File: src/rtl/render_cmd_decoder.sv
// render_cmd_decoder
// Pops sync-framed 6-byte render commands from the vga_render_q FIFO and
// presents each one as a parallel sprite-draw command on a valid/ready port.
//
// Ports:
//   clk50, reset          - clock; asynchronous active-high reset
//   q_dout, q_empty       - front byte of the render queue and its empty flag
//   q_pop_front           - pops the front byte (only while q_empty = 0)
//   cmd_valid, cmd_ready  - command handshake to the sprite renderer
//   cmd_sprite/x/y/flags  - decoded command fields (flags: bit0 visible, bit1 flip_h)
//   err_count             - saturating count of discarded bytes / dropped commands
//   busy                  - high whenever the decoder is not hunting for a sync byte
//
// Build option: define RENDER_DEC_RANGE_CHECK_EN to drop commands with
// x >= H_RES or y >= V_RES (counted in err_count). Otherwise every command passes.
module render_cmd_decoder #(
  parameter logic [7:0]  SYNC_BYTE = 8'hFF,
  parameter int unsigned H_RES     = 640,
  parameter int unsigned V_RES     = 480
) (
  input  logic       clk50,
  input  logic       reset,
  input  logic [7:0] q_dout,
  input  logic       q_empty,
  output logic       q_pop_front,
  output logic       cmd_valid,
  input  logic       cmd_ready,
  output logic [7:0] cmd_sprite,
  output logic [9:0] cmd_x,
  output logic [8:0] cmd_y,
  output logic [1:0] cmd_flags,
  output logic [7:0] err_count,
  output logic       busy
);

  localparam int unsigned IDX_W       = 3;
  localparam int unsigned PAYLOAD_LEN = 5;

  // Resolutions beyond the coordinate field widths cannot be checked.
  if (H_RES > 1024 || V_RES > 512) begin : g_bad_res
    $error("render_cmd_decoder: H_RES/V_RES exceed coordinate field widths");
  end

  typedef enum logic [1:0] {
    HUNT    = 2'd0,
    PAYLOAD = 2'd1,
    CHECK   = 2'd2,
    EMIT    = 2'd3
  } state_t;

  state_t             state, state_next;
  logic [IDX_W-1:0]   idx, idx_next;
  logic               pop_c;
  logic               err_inc_c;
  logic               in_range_c;

  // Payload assembly registers, written directly in field layout.
  logic [7:0] sprite_q;
  logic [9:0] x_q;
  logic [8:0] y_q;
  logic [1:0] flags_q;

`ifdef RENDER_DEC_RANGE_CHECK_EN
  assign in_range_c = ({1'b0, x_q} < 11'(H_RES)) && ({1'b0, y_q} < 10'(V_RES));
`else
  assign in_range_c = 1'b1;
`endif

  // The pop must track q_empty in the same cycle, so it cannot be registered;
  // it is forced low while reset is held so the FIFO is left untouched.
  assign q_pop_front = pop_c & ~reset;

  // Next-state, pop and error-event decode.
  always_comb begin
    state_next = state;
    idx_next   = idx;
    pop_c      = 1'b0;
    err_inc_c  = 1'b0;
    case (state)
      HUNT: begin
        if (!q_empty) begin
          pop_c = 1'b1;
          if (q_dout == SYNC_BYTE) begin
            state_next = PAYLOAD;
            idx_next   = '0;
          end else begin
            err_inc_c = 1'b1;
          end
        end
      end
      PAYLOAD: begin
        // A sync value here is plain payload; no resync.
        if (!q_empty) begin
          pop_c = 1'b1;
          if (idx == IDX_W'(PAYLOAD_LEN - 1)) begin
            state_next = CHECK;
          end else begin
            idx_next = idx + IDX_W'(1);
          end
        end
      end
      CHECK: begin
        if (in_range_c) begin
          state_next = EMIT;
        end else begin
          state_next = HUNT;
          err_inc_c  = 1'b1;
        end
      end
      EMIT: begin
        if (cmd_ready) begin
          state_next = HUNT;
        end
      end
      default: state_next = HUNT;
    endcase
  end

  // State, payload capture and registered outputs.
  always_ff @(posedge clk50 or posedge reset) begin
    if (reset) begin
      state      <= HUNT;
      idx        <= '0;
      sprite_q   <= '0;
      x_q        <= '0;
      y_q        <= '0;
      flags_q    <= '0;
      cmd_valid  <= 1'b0;
      cmd_sprite <= '0;
      cmd_x      <= '0;
      cmd_y      <= '0;
      cmd_flags  <= '0;
      err_count  <= '0;
      busy       <= 1'b0;
    end else begin
      state     <= state_next;
      idx       <= idx_next;
      cmd_valid <= (state_next == EMIT);
      busy      <= (state_next != HUNT);

      if (state == PAYLOAD && pop_c) begin
        case (idx)
          3'd0: sprite_q <= q_dout;
          3'd1: x_q[9:8] <= q_dout[1:0];
          3'd2: x_q[7:0] <= q_dout;
          3'd3: begin
            y_q[8]  <= q_dout[0];
            flags_q <= q_dout[2:1];
          end
          3'd4: y_q[7:0] <= q_dout;
          default: ;
        endcase
      end

      // Fields are latched once on entry to EMIT and held until acceptance.
      if (state == CHECK && state_next == EMIT) begin
        cmd_sprite <= sprite_q;
        cmd_x      <= x_q;
        cmd_y      <= y_q;
        cmd_flags  <= flags_q;
      end

      if (err_inc_c && err_count != 8'hFF) begin
        err_count <= err_count + 8'd1;
      end
    end
  end

endmodule

File: config.mk
export PLATFORM = sky130hd
export DESIGN_NAME = render_cmd_decoder
export DESIGN_NICKNAME = d
export VERILOG_FILES = /design/src/rtl/render_cmd_decoder.sv
export SDC_FILE = /design/constraint.sdc
export NUM_CORES = 1
export LEC_CHECK = 0
export BUFFER_PORTS_ARGS = -buffer_cell sky130_fd_sc_hd__buf_2
export CAP_MARGIN = 5
export CORE_MARGIN = 2
export CORE_UTILIZATION = 50
export DETAILED_ROUTE_END_ITERATION = 16
export PLACE_DENSITY = 0.76
export RECOVER_POWER = 50
export SETUP_SLACK_MARGIN = 0.1
export SLEW_MARGIN = 20
export SYNTH_ARGS = -nofsm -noshare
export SYNTH_HDL_FRONTEND = slang
export SYNTH_SLANG_ARGS = --single-unit
export TNS_END_PERCENT = 1
File: constraint.sdc
create_clock -name clk50 -period 1.9 [get_ports clk50]
set_input_delay 0.19 -clock clk50 [delete_from_list [all_inputs] [get_ports clk50]]
set_output_delay 0.19 -clock clk50 [all_outputs]
set_load 0.005 [all_outputs]
Yosys cells after proc, flatten, opt, wreduce, memory -nomap -nowiden:

Cells that the tools add are included.

* flip-flop bits (word level): 73
* bits in latches: 0
* RAM bits: 0
* ROM bits: 0
* bits of input ports: 12
* output and inout bits: 40
* logic and storage cells: 63
* memories: 0

* add/subtract/negate cells: 2
* $mul: 0
* divide/modulo/power cells: 0
* magnitude comparators: 0
* equality and inequality tests: 14
* shift operators: 0
* multiplexer cells: 16
* bitwise operators: 2
* reduce and logical (&&, ||, !) cells: 14

Operators with widths (number)
* 2-to-1 mux 3 bit: 4
* 2-to-1 mux 2 bit: 5
* AND reduction 2 bit: 5
* adder 8 x 1 -> 8 bit, second input constant: 1
* == test 8 bit, second input constant: 1
* != test 2 bit, second input constant: 4
* != test 8 bit, second input constant: 1
* case mux 2 bit (4 select lines): 1
* == test 2 bit, second input constant: 3
* == test 3 x 2 -> 1 bit, second input constant: 2
* case mux 3 bit (2 select lines): 1
* 2-to-1 mux 1 bit: 5
* AND reduction 5 bit: 1
* nonzero test 2 bit: 2
* adder 3 x 1 -> 3 bit, second input constant: 1
* == test 3 x 1 -> 1 bit, second input constant: 1
* == test 3 bit, second input constant: 1
* logical AND 1 bit: 3
* zero test 3 bit: 1
* == test 2 x 1 -> 1 bit, second input constant: 1
* zero test 2 bit: 1
* OR reduction 2 bit: 1
* bitwise AND 1 bit: 1
* inverter 1 bit: 1

Longest topological paths before layout:

Gate-level depths: netlist of run 1.

* word-level depth: 6
* mapped depth: 6
* depth with buffers taken out: 6

Worst setup path before layout of run 1:

Ideal clock, no wire load.

* path kind: flip-flop to flip-flop
* from: register err_count[0]
* to: register err_count[1]
* setup time: 0.125 ns
* arrival: 1.310 ns
* required time: 1.775 ns
* path slack: 0.465 ns
* cell stages (with the launch flop): 6
* path buffers: 0
* period minus slack after synthesis: 1.435 ns
* cell sequence: dfrtp_1 -> ha_1 -> nand3_1 -> nor2_1 -> nor2_1 -> mux2_2

* word-level cells in the longest chain between the ends: 2
* elaborated cells between the ends (all ways): 3
* classes of those cells: add/sub (1); eq/ne (1); reduce/logical (1)

Ends and longest elaborated chain
* start, declared: line 32 `output logic [7:0] err_count,`
* start signal, assigned: line 164 `err_count <= err_count + 8'd1;`
* parallel branches: the longest is 2 deep, another holds adder 8 x 1 -> 8 bit

Parallel ways; which one is timed is not known.
A chain may end at the register's enable or synchronous reset.

Worst setup path after layout of run 1:

* from: register idx[1]
* to: register y_q[4]

* word-level cells in the longest chain between the ends: 2

Ends and longest elaborated chain
* start, declared: line 52 `logic [IDX_W-1:0] idx, idx_next;`
* start signal, assigned: line 137 `idx <= idx_next;`
* == test 3 bit: line 142 `case (idx)`
* AND reduction 2 bit (no source line)
* end signal, assigned: line 150 `3'd4: y_q[7:0] <= q_dout;`
* end, declared: line 60 `logic [8:0] y_q;`

No other way between the ends.

==> results of run 1 <==
[cell usage after synthesis, types with 2 or more instances]
library cell,instances
o21ai_0,3
nand2_1,4
nor2_1,3
mux2_2,60
nor3_1,6
nor4_1,2
dfrtp_1,73
buf_2,3
xor2_1,6
ha_1,6
inv_1,5
nand2b_1,2
nand4_1,3
nand2_2,2
nand3_1,8
a22o_1,3
[per-layer routing]
metal | global-route usage [%] | wire length (um) | up-vias
li1 | - | - | 847
met1 | 22.5 | 2430 | 904
met2 | 29.7 | 2540 | 35
met3 | 4.11 | 215 | 11
met4 | 11.5 | 139 | 0
met5 | 0 | 0 | -
[worst max path at each step]
stage                                  start                       end  slack, ns  depth (start not counted)
CTS                       idx[1]$_DFFE_PP0P_        y_q[4]$_DFFE_PP0P_       0.28                          4
finish                    idx[1]$_DFFE_PP0P_        y_q[4]$_DFFE_PP0P_       0.29                          4
detailed placement        idx[1]$_DFFE_PP0P_        y_q[2]$_DFFE_PP0P_       0.30                          4
floorplan           err_count[0]$_DFFE_PP0P_  err_count[1]$_DFFE_PP0P_       0.47                          5
global placement          idx[1]$_DFFE_PP0P_        y_q[1]$_DFFE_PP0P_       0.38                          4
global route                           reset  cmd_flags[1]$_DFFE_PP0P_       0.12                          4
[per-stage QoR]
step | total power, uW | hold slack, ns | area (um2) | utilization, % | setup slack (ns)
6_report | 4380 | 0.126 | 3570 | 61.3 | 0.287
5_1_grt | 4600 | 0.121 | 3570 | 61.3 | 0.121
4_1_cts | 4420 | 0.111 | 3590 | 61.8 | 0.280
3_5_place_dp | 2900 | 0.306 | 3330 | 57.3 | 0.302
3_3_place_gp | 2860 | 0.296 | 3330 | 57.3 | 0.376
2_1_floorplan | 2620 | 0.320 | 2970 | - | 0.465
[flip-flops by register name, indices dropped and copies added (netlist names)]
signal      count
cmd_x          10
x_q            10
cmd_y           9
y_q             9
cmd_sprite      8
err_count       8
sprite_q        8
idx             3
cmd_flags       2
flags_q         2
state           2
busy            1
cmd_valid       1
[placed cells by master, fill, tap and decap left out, drive strengths merged, types with 3 or more instances in the layout]
cell,synthesis,layout
o21ai,4,4
mux2,60,60
dfrtp,73,73
a22o,3,3
buf,4,34
bufinv,0,3
ha,6,6
xor2,6,6
nand3,8,8
inv,5,4
nor3,7,7
nand4,4,4
clkbuf,0,32
nor2,4,4
nand2,6,6
[logic make-up (layout without fill, tap and decap cells)]
| kind of cell | Yosys count | in the layout |
|---|---|---|
| compound gates | 11 | 11 |
| xor+xnor | 6 | 6 |
| fa+ha+maj | 6 | 6 |
| buf+inv | 9 | 76 |
| flops | 73 | 73 |
| mux | 60 | 60 |
| simple gates | 36 | 36 |
[layout make-up]
cell class                 instances  area, um2
multi-input combinational        119       1100
clock inverter                     4       98.8
clock buffer                      12        155
inverter                           5       22.5
fill                             474       2250
tap                               75       93.8
sequential                        73       1830
timing repair buffer              55        273
[report_power, final]
part	switching (uW)	internal, uW	total, uW	leakage, uW
Clock	566	947	1510	0.000127
Sequential	255	1840	2090	0.000987
Combinational	357	416	773	0.000717
[timing repair]
action | CTS | global route
endpoints found under the setup margin | 0 | 0
gates resized for setup | 0 | 0
hold buffers | 1 | 0
endpoints found under the hold margin | 25 | 0
[worst max-delay path, cell delays in order (launching register included)]
cell	delay, ns
dfrtp_1	0.43
inv_1	0.12
ha_1	0.28
nand4_2	0.30
mux2_2	0.37
==> summary.md, run 1 <==
| Metric | Value |
|---|---|
| Reg2reg end | `y_q[4]$_DFFE_PP0P_` |
| DRT Wirelength | `5330 um` |
| CTS H-tree lvls | `3` |
| Adder-cell share of the synthesized area | `under 10%` |
| Worst min path class | `input pin to flip-flop` |
| Post-CTS setup buffer count | `0` |
| Placed Instances | `326` |
| Reg2reg path depth | `4` |
| Worst-margin pin slew | `between 1 and 1.5 ns` |
| Pwr dens | `1230 nW/um2` |
| I/O Pins | `52` |
| Routed via count | `between 1,500 and 2,000` |
| Clk slew on worst S/H paths | `0.08 ns` |
| Synth cell types | `28` |
| Worst hold start | `q_dout[5]` |
| R2R Setup Slk | `~0.29 ns` |
| Post-synth top flop | `dfrtp_1` |
| Initial DRC count | `37` |
| Row count | `28` |
| Post-synthesis mux area share | `22.8%` |
| Maximum vdd drop | `around 0.7 mV` |
| Initial Utilization | `51.1%` |
| Tmin final | `1.61 ns` |
| Pin count of the biggest net entering global routing | `49` |
| DRT Pass-1 Iters | `5` |
| Gp weighted congestion | `0.799` |
| Syn Std Cell Area | `2970 um2` |
| Worst-Skew Late Latency | `0.35 ns` |
| Fin Setup TNS | `0 ns` |
| CTS tree | `yes` |
| Asr flop ratio synth | `100%` |
| Setup CP Type | `flip-flop to flip-flop` |
| Clock Tree Buf Depth | `2` |
| PortBufs | `51` |
| Finished Layout Cells | `343` |
| First-pass GRT wire length | `about 8700 um` |
| Final setup viols | `0` |
| CTS Sinks | `73` |
| Relative slew margins | `21.3%` |
| Die area | `around 6600 um2` |
| Fmax | `620 MHz` |
| Core ar. | `5820 um2` |
| Grt ovf | `0` |
| Hold path depth | `2` |
| Die Span Y | `just over 80 um` |
| XOR/XNOR share of the synthesized area | `roughly 1.8%` |
| Worst-path maximum fanout | `9` |
| Drt via density | `5.24` |
| Synth Area in Compound Gates | `about 2.8%` |
| Startpoint types | `flip-flop` |
| Simple-Gate Fraction of Synth Area | `7.08%` |
| Share of the synthesized area in the top cell type | `61.5%` |
| Critical Path Sink Type | `flip-flop` |
| Antenna violations before repair | `0` |
| Final HPWL DP | `3650 um` |
| Outcome | `finished, final reports clean` |
| Root Driver | `clkbuf_8` |
| Average size of a mapped cell | `14.8 um2` |
| WP data required | `2.13 ns` |
| Area growth, synth to finish | `20.1%` |
| EDFF count, synth | `0` |
| Final Net Count | `about 280` |
| Flops & latches, synth | `73` |
| WP data arrival | `1.84 ns` |
| GRT Total Usage | `18.4%` |
| Period utilisation layout | `84.9%` |
| Syn. warnings | `0` |
| Seq/Total Area, Yosys | `61.5%` |
| Max-cap viol count | `0` |
| Number of global-route vias before repair | `1,807` |
| Synth area leader | `dfrtp_1` |
| Main combinational cell family by area after synthesis | `multiplexers` |
| Fin. Hold Viols | `0` |
| WHS Endpoint | `sprite_q[5]$_DFFE_PP0P_` |
| Cts bufs inserted | `9` |
| Lkg Pwr | `0.00183 uW` |
| Syn Inst Count | `201` |
| Slew Viols, Final | `0` |
| Avg WL per Cell | `15.5 um` |
| Number of remaining DRC errors | `0` |
| Syn Nets | `219` |
| RSZ-0062 raised after global routing | `no` |
| Final ANT Viol Nets | `0` |
| Diodes inserted | `0` |
| Share of cells above drive strength 1 | `44.4%` |
| DIE WIDTH | `between 80 and 90 um` |
| Final Skew | `between 0.005 and 0.006 ns` |
| Area contributors post-synth | `dfrtp_1, mux2_2, ha_1, xor2_1, nand3_1` |
| R2r startpoint | `idx[1]$_DFFE_PP0P_` |
Note: power is estimated with default switching activity, not from simulation.
==> run 2, diff against run 1 <==
- CORE_UTILIZATION: 50 -> 55
- PLACE_DENSITY: 0.76 -> 0.8
- clock period: 1.9 -> 1.53 ns (I/O delays scaled with it)
==> run 2 against run 1 <==
  * Non-clock buffer count up 19
  * Hold slack worse by 0.065 ns
  * Via count up 5.5%
  * Fmax up 11%
  * Global-route usage up 1.6 points
  * Sequential share of layout area down 1.8 points
  * Sequential cell count unchanged
  * Power up 19%
  * Largest cell class unchanged
  * Largest power group unchanged
  * Highest routed layer unchanged
==> summary.md, run 2 (synthesized netlist as in run 1, its figures left out) <==
| Metric | Value |
|---|---|
| Final setup viols | `0` |
| Die Span Y | `77.5 um` |
| Worst-Skew Late Latency | `0.34 ns` |
| Tmin final | `roughly 1.5 ns` |
| Drt via density | `5.31` |
| First-pass GRT wire length | `9140 um` |
| Final HPWL DP | `approximately 3700 um` |
| Pwr dens | `1400 nW/um2` |
| Root Driver | `clkbuf_8` |
| Initial Utilization | `57.4%` |
| Clk slew on worst S/H paths | `0.07 ns` |
| DRT Wirelength | `roughly 5600 um` |
| Reg2reg path depth | `4` |
| R2R Setup Slk | `roughly 0.08 ns` |
| Core ar. | `5170 um2` |
| CP Cell Sequence | `buf_4 -> and3_4 -> nand2_2 -> mux2_2` |
| Critical Path Max Stage Delay | `0.46 ns` |
| Number of remaining DRC errors | `0` |
| Avg WL per Cell | `about 16 um` |
| Diodes inserted | `0` |
| Period utilisation layout | `94.9%` |
| GRT Total Usage | `roughly a fifth` |
| Max-cap viol count | `0` |
| Design area | `3700 um2` |
| Die area | `6000 um2` |
| WP data arrival | `roughly 1.7 ns` |
| Hold path depth | `2` |
| Gp weighted congestion | `0.774` |
| Area growth, synth to finish | `24.7%` |
| Final Skew | `0.00915 ns` |
| Routed via count | `around 1,900` |
| Final ANT Viol Nets | `0` |
| CTS H-tree lvls | `3` |
| Fin. Hold Viols | `0` |
| Initial DRC count | `60` |
| Slowest stage cell, crit path | `dfrtp_2` |
| Grt ovf | `0` |
| Worst-path maximum fanout | `8` |
| Fillers | `367` |
| Fin Setup TNS | `0 ns` |
| Pin count of the biggest net entering global routing | `52` |
| Biggest regs | `cmd_x x10, x_q x10` |
| Startpoint types | `flip-flop` |
| Setup CP Type | `flip-flop to flip-flop` |
| Crit path launch | `state[0]$_DFF_PP0_` |
| Fmax | `between 600 and 700 MHz` |
| Critical Path Sink Type | `flip-flop` |
| Reg2reg end | `x_q[3]$_DFFE_PP0P_` |
| Number of global-route vias before repair | `about 1,900` |
| Slew Viols, Final | `0` |
| Area of placed instances | `about 3400 um2` |
| Outcome | `finished, final reports clean` |
| DRT Pass-1 Iters | `4` |
| Cts bufs inserted | `9` |
| Row count | `26` |
| Most frequent cells in the layout | `dfrtp_1, mux2_2, buf_2` |
| Maximum vdd drop | `0.897 mV` |
| CTS Sinks | `73` |
| Buf/Inv on CP | `1` |
| Worst hold start | `cmd_ready` |
| RSZ-0062 raised after global routing | `yes` |
| Pwr Total | `roughly 5200 uW` |
| Lkg Pwr | `roughly 0.0019 uW` |
| Share of cells above drive strength 1 | `55.7%` |
| Final Net Count | `300` |
| WHS Endpoint | `cmd_valid$_DFF_PP0_` |
| Top delay family on crit path | `flip-flops` |
| PortBufs | `51` |
| Relative slew margins | `54.9%` |
| Worst-margin pin slew | `0.676 ns` |
| CTS tree | `yes` |
| I/O Pins | `between 50 and 60` |
| Most common cell after layout, fill and taps aside | `dfrtp_1` |
| DIE WIDTH | `77.5 um` |
| WP data required | `between 1.5 and 2 ns` |
| R2r startpoint | `state[0]$_DFF_PP0_` |
| Worst min path class | `input pin to flip-flop` |
| Antenna violations before repair | `0` |
| Clock Tree Buf Depth | `2` |
[run 2: cell types whose count changed in the layout (fill, tap and decap cells not counted), moves of 3 or more]
cell / previous run / this run
bufinv_16: 3 / 0
buf_4: 0 / 19
dfrtp_1: 73 / 70
dfrtp_2: 0 / 3
clkinvlp_4: 1 / 4
clkbuf_1: 19 / 10
buf_2: 33 / 43
[run 2: timing repair]
| action | 4_1_cts | 5_1_grt |
|---|---|---|
| pin swaps | 0 | 5 |
| hold buffers | 1 | 0 |
| endpoints found under the setup margin | 31 | 36 |
| buffers inserted | 0 | 8 |
| hold endpoints to repair | 73 | 0 |
| resized for setup | 6 | 13 |
[run 2: where the power goes]
group	internal (uW)	switching [uW]	total, uW	leakage [uW]
combinational	746	615	1360	0.000854
sequential	2290	279	2560	0.000982
clock	583	681	1260	0.0000753
total	3610	1580	5190	0.00191
[run 2: worst max-delay path by stage]
stage / cells after the start / slack, ns / endpoint
2_1_floorplan: 5 / 0.1 / err_count[1]$_DFFE_PP0P_
3_5_place_dp: 4 / 0.05 / err_count[7]$_DFFE_PP0P_
6_report: 4 / 0.08 / x_q[3]$_DFFE_PP0P_
5_1_grt: 4 / 0.009 / err_count[5]$_DFFE_PP0P_
4_1_cts: 4 / 0.06 / err_count[1]$_DFFE_PP0P_
3_3_place_gp: 5 / 0.09 / y_q[0]$_DFFE_PP0P_
[run 2: final cells by class]
| class | count | area [um2] | area share (%) |
|---|---|---|---|
| flip-flops and latches | 73 | 1830 | 49.4 |
| clock inverters | 5 | 32.5 | 0.878 |
| well taps | 70 | 87.6 | 2.36 |
| repair buffers | 74 | 430 | 11.6 |
| clock buffers | 11 | 131 | 3.55 |
| inverters | 5 | 22.5 | 0.608 |
| multi-input cells | 119 | 1170 | 31.6 |
[run 2: through the flow]
| step | hold slack [ns] | cells | utilization (%) | setup WS [ns] |
|---|---|---|---|---|
| floorplan | 0.283 | 201 | - | 0.0950 |
| global placement | 0.260 | 332 | 66.1 | 0.0857 |
| detailed placement | 0.259 | 332 | 66.1 | 0.0549 |
| CTS | 0.0502 | 349 | 69.8 | 0.0588 |
| global route | 0.0476 | 357 | 71.6 | 0.00950 |
| finish | 0.0612 | 357 | 71.6 | 0.0783 |
[run 2: metal layers]
metal | GRT usage, % | vias up | wire length [um]
met3 | 5.12 | 11 | 209
met5 | 0 | - | 0
met4 | 9.29 | 0 | 114
met2 | 30.2 | 39 | 2720
met1 | 27.3 | 956 | 2590
li1 | - | 889 | -
